<file path="src/rtl/axi_lite_master.sv">
// AXI4-Lite initiator: one outstanding single-word read or write per command,
// with a saturating per-transaction latency count returned with the response.
module axi_lite_master #(
   parameter int DW = 32,
   parameter int CW = 16
) (
   input  logic            ACLK,
   input  logic            ARESET,
   input  logic            cmd_valid,
   output logic            cmd_ready,
   input  logic            cmd_write,
   input  logic [31:0]     cmd_addr,
   input  logic [DW-1:0]   cmd_wdata,
   input  logic [DW/8-1:0] cmd_wstrb,
   output logic            rsp_valid,
   input  logic            rsp_ready,
   output logic            rsp_write,
   output logic [DW-1:0]   rsp_rdata,
   output logic [1:0]      rsp_resp,
   output logic [CW-1:0]   rsp_cycles,
   output logic [31:0]     M_AXIL_AWADDR,
   output logic            M_AXIL_AWVALID,
   input  logic            M_AXIL_AWREADY,
   output logic [DW-1:0]   M_AXIL_WDATA,
   output logic [DW/8-1:0] M_AXIL_WSTRB,
   output logic            M_AXIL_WVALID,
   input  logic            M_AXIL_WREADY,
   input  logic [1:0]      M_AXIL_BRESP,
   input  logic            M_AXIL_BVALID,
   output logic            M_AXIL_BREADY,
   output logic [31:0]     M_AXIL_ARADDR,
   output logic            M_AXIL_ARVALID,
   input  logic            M_AXIL_ARREADY,
   input  logic [DW-1:0]   M_AXIL_RDATA,
   input  logic [1:0]      M_AXIL_RRESP,
   input  logic            M_AXIL_RVALID,
   output logic            M_AXIL_RREADY
);

   localparam int SW = DW / 8;

   typedef enum logic [2:0] {
      IDLE,
      WREQ,
      WRESP,
      RREQ,
      RRESP,
      DONE
   } state_t;

   state_t state_q, state_d;

   logic [31:0]   addr_q;
   logic [DW-1:0] wdata_q;
   logic [SW-1:0] wstrb_q;
   logic          write_q;
   logic          aw_done_q, w_done_q;
   logic [CW-1:0] cnt_q;
   logic [DW-1:0] rdata_q;
   logic [1:0]    resp_q;

   logic cmd_hs, aw_hs, w_hs, b_hs, ar_hs, r_hs, busy;

   // Handshakes derived from state so VALIDs never loop back through READY
   assign cmd_hs = cmd_valid & (state_q == IDLE) & ~ARESET;
   assign aw_hs  = (state_q == WREQ) & ~aw_done_q & M_AXIL_AWREADY;
   assign w_hs   = (state_q == WREQ) & ~w_done_q & M_AXIL_WREADY;
   assign b_hs   = (state_q == WRESP) & M_AXIL_BVALID;
   assign ar_hs  = (state_q == RREQ) & M_AXIL_ARREADY;
   assign r_hs   = (state_q == RRESP) & M_AXIL_RVALID;
   assign busy   = (state_q == WREQ) | (state_q == WRESP) |
                   (state_q == RREQ) | (state_q == RRESP);

   always_ff @(posedge ACLK) begin
      if (ARESET) state_q <= IDLE;
      else        state_q <= state_d;
   end

   always_comb begin
      state_d        = state_q;
      cmd_ready      = 1'b0;
      rsp_valid      = 1'b0;
      M_AXIL_AWVALID = 1'b0;
      M_AXIL_WVALID  = 1'b0;
      M_AXIL_BREADY  = 1'b0;
      M_AXIL_ARVALID = 1'b0;
      M_AXIL_RREADY  = 1'b0;
      unique case (state_q)
         IDLE: begin
            cmd_ready = ~ARESET;
            if (cmd_hs) state_d = cmd_write ? WREQ : RREQ;
         end
         WREQ: begin
            M_AXIL_AWVALID = ~aw_done_q;
            M_AXIL_WVALID  = ~w_done_q;
            if ((aw_done_q | aw_hs) & (w_done_q | w_hs)) state_d = WRESP;
         end
         WRESP: begin
            M_AXIL_BREADY = 1'b1;
            if (b_hs) state_d = DONE;
         end
         RREQ: begin
            M_AXIL_ARVALID = 1'b1;
            if (ar_hs) state_d = RRESP;
         end
         RRESP: begin
            M_AXIL_RREADY = 1'b1;
            if (r_hs) state_d = DONE;
         end
         DONE: begin
            rsp_valid = 1'b1;
            if (rsp_ready) state_d = IDLE;
         end
         default: state_d = IDLE;
      endcase
   end

   always_ff @(posedge ACLK) begin
      if (ARESET) begin
         addr_q    <= '0;
         wdata_q   <= '0;
         wstrb_q   <= '0;
         write_q   <= 1'b0;
         aw_done_q <= 1'b0;
         w_done_q  <= 1'b0;
         cnt_q     <= '0;
         rdata_q   <= '0;
         resp_q    <= '0;
      end else begin
         if (cmd_hs) begin
            addr_q    <= cmd_addr;
            wdata_q   <= cmd_wdata;
            wstrb_q   <= cmd_wstrb;
            write_q   <= cmd_write;
            aw_done_q <= 1'b0;
            w_done_q  <= 1'b0;
            cnt_q     <= '0;
         end
         if (aw_hs) aw_done_q <= 1'b1;
         if (w_hs)  w_done_q  <= 1'b1;
         if (busy && cnt_q != '1)
            cnt_q <= cnt_q + {{(CW-1){1'b0}}, 1'b1};
         if (b_hs) begin
            resp_q  <= M_AXIL_BRESP;
            rdata_q <= '0;
         end
         if (r_hs) begin
            resp_q  <= M_AXIL_RRESP;
            rdata_q <= M_AXIL_RDATA;
         end
      end
   end

   assign M_AXIL_AWADDR = addr_q;
   assign M_AXIL_ARADDR = addr_q;
   assign M_AXIL_WDATA  = wdata_q;
   assign M_AXIL_WSTRB  = wstrb_q;
   assign rsp_write     = write_q;
   assign rsp_rdata     = rdata_q;
   assign rsp_resp      = resp_q;
   assign rsp_cycles    = cnt_q;

endmodule

</file>
<file path="config.mk">
export PLATFORM = sky130hd
export DESIGN_NAME = axi_lite_master
export DESIGN_NICKNAME = d
export VERILOG_FILES = /design/src/rtl/axi_lite_master.sv
export SDC_FILE = /design/constraint.sdc
export NUM_CORES = 1
export LEC_CHECK = 0
export CORE_ASPECT_RATIO = 1.2
export CORE_MARGIN = 5
export CORE_UTILIZATION = 40
export DETAILED_ROUTE_END_ITERATION = 16
export PLACE_DENSITY = 0.89
export SLEW_MARGIN = 10
export SYNTH_ARGS = -nofsm -noshare
export SYNTH_HDL_FRONTEND = slang
export SYNTH_SLANG_ARGS = --single-unit
</file>
<file path="constraint.sdc">
create_clock -name ACLK -period 2.3 [get_ports ACLK]
set_input_delay 0.23 -clock ACLK [delete_from_list [all_inputs] [get_ports ACLK]]
set_output_delay 0.23 -clock ACLK [all_outputs]
set_load 0.02 [all_outputs]
</file>
After elaboration in Yosys (flattened, before gate mapping)
Cells that the tools add are included.

word-level totals
  flip-flop bits (word level) = 124
  bits of input ports = 114
  output and inout bits = 158
  logic and storage cells = 72

operators by class
  $add $sub $neg = 1
  eq/ne operators = 12
  mux-type cells = 24
  bitwise gates (word level) = 18
  reduce and logical (&&, ||, !) cells = 7

operator list
  kind                     number
  $mux W32                 2
  $mux W16                 2
  $mux W3                  6
  $pmux W3 S6              1
  $add A16 B1 Y16 const B  1
  $ne A16 B16 Y1 const B   1
  $and A1 B1 Y1            10
  $mux W1                  10
  $ne A2 B2 Y1 const B     5
  $reduce_bool A2 Y1       4
  $eq A3 B2 Y1 const B     2
  $eq A3 B3 Y1 const B     2
  $mux W2                  3
  $reduce_and A6 Y1        1
  $or A1 B1 Y1             5
  $eq A3 B1 Y1 const B     1
  $logic_not A3 Y1         1
  $not A1 Y1               3
  $ne A2 B1 Y1 const B     1
  $logic_and A1 B1 Y1      1

Depth between registers and ports, before layout
  word-level depth = 7
  depth in mapped cells = 7
  mapped depth without buffers = 5

Worst setup path before layout
Ideal clock, no wire load.

  path type = flip-flop to flip-flop
  start point = register state_q[0]
  end point = register wdata_q[10] (netlist: M_AXIL_WDATA[10])
  setup time = 0.059 ns
  arrival = 2.055 ns
  required time = 2.241 ns
  path slack = 0.185 ns
  stages on the path, launching flop included = 8
  cells stage by stage = dfxtp_1 -> nor4_1 -> and2_1 -> clkbuf_1 -> buf_2 -> buf_2 -> nand2_1 -> nand2_1

between the ends
  word-level cells in the longest chain between the ends = 3

ends and longest elaborated chain
  element                     line  source
  from (decl)                 51    state_t state_q, state_d;
  from (signal assigned)      76    else state_q <= state_d;
  $logic_not A3 Y1            65    assign cmd_hs = cmd_valid & (state_q == IDLE) & ~ARESET;
  $and A1 B1 Y1 (2 in a row)  65
  to (signal assigned)        132   wdata_q <= cmd_wdata;
  to (decl)                   54    logic [DW-1:0] wdata_q;

No other way between the ends.
A chain may end at the register's enable or synchronous reset.

Final worst setup path
  start point = register state_q[1]
  end point = output M_AXIL_BREADY

between the ends
  word-level cells in the longest chain between the ends = 2

ends and longest elaborated chain
  element       line  source
  $eq A3 B2 Y1  88    unique case (state_q)
  $mux W1       88
  to (decl)     30    output logic M_AXIL_BREADY,

No other way between the ends.

==> impl_metrics.ini <==
[power_and_ir_drop]
power.share.clock_pct = 36.2
p_seq_share_pct = 35.6
ir_worst_vdd_mv = 0.613
sw_frac_of_total_pct = 30.3
p_sw_uw = 2200
power_density_mw_per_mm2 = 857
p_leak_uw = 0.00333
p_int_uw = 5070
combPwrFrac_pct = 28.2
post-layout-total-power_uw = 7280

[global_route]
gr-usage-met1_pct = 24.7
grt_overflow = 0
grt_use_met2_pct = 38.4
top_usage_layer = met2
grt_max_degree = 53
antenna_found_initial = 0
first_global_vias = 5345
grt_pass1_wl_um = 27300
met3_usage_pct = 7.69
global_route.usage.total_pct = 22.2

[worst_hold_path]
hp-class = in2reg
min_to = rsp_cycles[11]$_SDFFE_PP0P_
worstHoldStart = ARESET
hold_depth = 2

[floorplan]
coreArea_mm2 = 0.0128
die_area_mm2 = 0.0155
initial_core_util_pct = 41.0
row_count = 45
ios = 272
chipWidth_um = 115
die_h_um = 135

[final_layout]
final_layout_size_suffix_gt1_share_pct = 6.93
areaGrowthSynthToFinish_pct = 62.1
fillers = 973
final_common_cell = clkdlybuf4s50_1
final_cell_mix = 265 x clkdlybuf4s50_1, 149 x nand2_1, 123 x dfxtp_1, 70 x nand3b_1, 47 x nor2_1
diodes = 0
nNetsFinal = 970

[setup_path]
worstPathMaxFanout = 10
crit_type = reg2out
worstPathCellList = buf_4 > nor3b_2 > clkdlybuf4s50_1
worstPathArrival_ps = 1910
worstSetupStartpointType = flop
required_ps = 2070
max_stage_delay_ps = 660
timing.rr.start = rsp_cycles[8]$_SDFFE_PP0P_
r2r_end = rsp_cycles[11]$_SDFFE_PP0P_
crit_slowest_cell = clkdlybuf4s50_1
reg2reg_setup_slack_ps = 350
ff2ff_path_depth = 4
end_kind = output port

[clock_tree]
post_cts_buffers = 0
cts_tree = yes
cts_hold_buf = 0
path_clk_slew_ps = 50
clk_latency_ps = 410
clock_sinks = 124
cts_root_buf = clkbuf_16
cts_buffer_depth = 2
cts-htree-levels = 4
cts_buffers = 17

[timing]
fmaxAchievable_ghz = 0.466
grt_setup_unrepaired = false
relSlewSlack_pct = 56.4
setup_viol = 0
clock_skew_ps = 5.41
final_hold_viol_count = 0
drv_slew = 0
fin_crit_ps = 2140
post-route-period-util_pct = 93.2
setup_tns_ps = 0
tightest_slew_ps = 650
holdWs_ps = 150

[yosys]
synth_seq_cells = 124
synth_cells = 624
ys_types = 45
synth_ff_type = dfxtp_1
syn-cell-area_mm2 = 0.00524
syn_nets = 739
yosysWarnings = 0
syn_area_per_cell_um2 = 8.40
synthArstFlopShare_pct = 0
ys_seq_area_share_pct = 47.4
synth_edf_count = 0

[status]
outcome = complete, no violations

[job]
drv_cap = 0

[detailed_routing]
wl_per_cell_um = 17.1
routed_via_density = 5.16
dr.pass1.iters = 5
first_iter_violations = 509
via_count = 5311
ant_nets = 0
drc = 0
totalWireLength_um = 17700

[placed_design]
io_buffer_count = 271
gp_congestion = 0.832
dp_hpwl_um = 12700
-- layout make-up --
| class | instances | area, µm² | share of cell area [%] |
|---|---|---|---|
| clock buffers | 23 | 498 | 5.86 |
| clock inverters | 7 | 87.6 | 1.03 |
| inverters | 11 | 41.3 | 0.486 |
| multi-input cells | 412 | 2330 | 27.4 |
| flip-flops and latches | 124 | 2480 | 29.2 |
| well taps | 164 | 205 | 2.41 |
| repair buffers | 289 | 2850 | 33.5 |
-- power by group through the flow --
stage	Sequential [µW]	Combinational (µW)	Clock, µW
final	2590	2050	2630
after global routing	2620	2180	2780
after CTS	2590	2070	2680
after detailed placement	2620	2060	0
after global placement	2620	2040	0
after floorplan	2850	847	0
-- cell usage after synthesis, drive strengths merged (4+ instances only) --
master / count / area (µm²)
nand2: 150 / 563
dfxtp: 124 / 2480
nor4: 7 / 50.1
o21ai: 5 / 25.0
a21oi: 6 / 30.0
nand3: 13 / 70.1
clkbuf: 38 / 143
nor2: 47 / 176
inv: 11 / 41.3
o211ai: 10 / 75.1
or4: 8 / 60.1
o221ai: 6 / 52.6
nand2b: 4 / 25.0
nand4: 14 / 93.8
a31oi: 5 / 31.3
nand3b: 70 / 526
a22oi: 34 / 255
buf: 39 / 274
-- layer usage --
metal  part of all wire [%]  wire [µm]  vias up
met3                    8.1       1430       33
met4                    2.4        425        0
li1                       -          -     2584
met1                     38       6780     2463
met5                      0          0        -
met2                     51       9020      231
-- state kept, by name, indices dropped and copies added (netlist names) --
register,count
rsp_write,1
M_AXIL_WSTRB,4
rsp_resp,2
state_q,3
aw_done_q,1
rsp_cycles,16
rsp_rdata,32
M_AXIL_ARADDR,32
M_AXIL_WDATA,32
w_done_q,1
-- stage by stage --
stage,util (%),setup WS [ps],area (µm²),cells
floorplan,-,185,5240,624
global route,66.5,71.9,8500,1030
detailed placement,61.8,334,7900,1000
global placement,61.8,357,7900,1000
finish,66.5,155,8500,1030
CTS,66.4,29.5,8480,1030
-- worst max-delay path: cells and delay by family (launching register included) --
family / cells / cell delay [ps]
buffers and inverters: 2 / 870
DFF: 1 / 430
and+or+nand+nor: 1 / 200
-- worst max-delay path by stage --
stage	slack, ps	cells after the start	endpoint	start
finish	160	3	M_AXIL_BREADY	state_q[1]$_SDFFE_PP0P_
global route	70	3	M_AXIL_BREADY	state_q[1]$_SDFFE_PP0P_
CTS	30	2	cmd_ready	state_q[2]$_SDFFE_PP0P_
detailed placement	330	5	rsp_cycles[7]$_SDFFE_PP0P_	state_q[0]$_SDFFE_PP0P_
global placement	360	3	M_AXIL_WVALID	state_q[0]$_SDFFE_PP0P_
floorplan	190	7	M_AXIL_WDATA[10]$_SDFFE_PP0P_	state_q[0]$_SDFFE_PP0P_
-- what timing repair did --
item | in CTS | in global routing
setup endpoints to repair | 3 | 4
resized for setup | 3 | 4
hold endpoints to repair | 0 | 0
-- cell families after synthesis --
logic type      count (synthesis)  synth area share, %
compound gates                 78                 10.8
xor+xnor                        1                0.167
fa+ha+maj                       1                0.239
buf+inv                        88                 8.74
flops                         124                 47.4
mux                             3                0.573
simple gates                  329                 32.1
(Power assumes the default switching activity.)
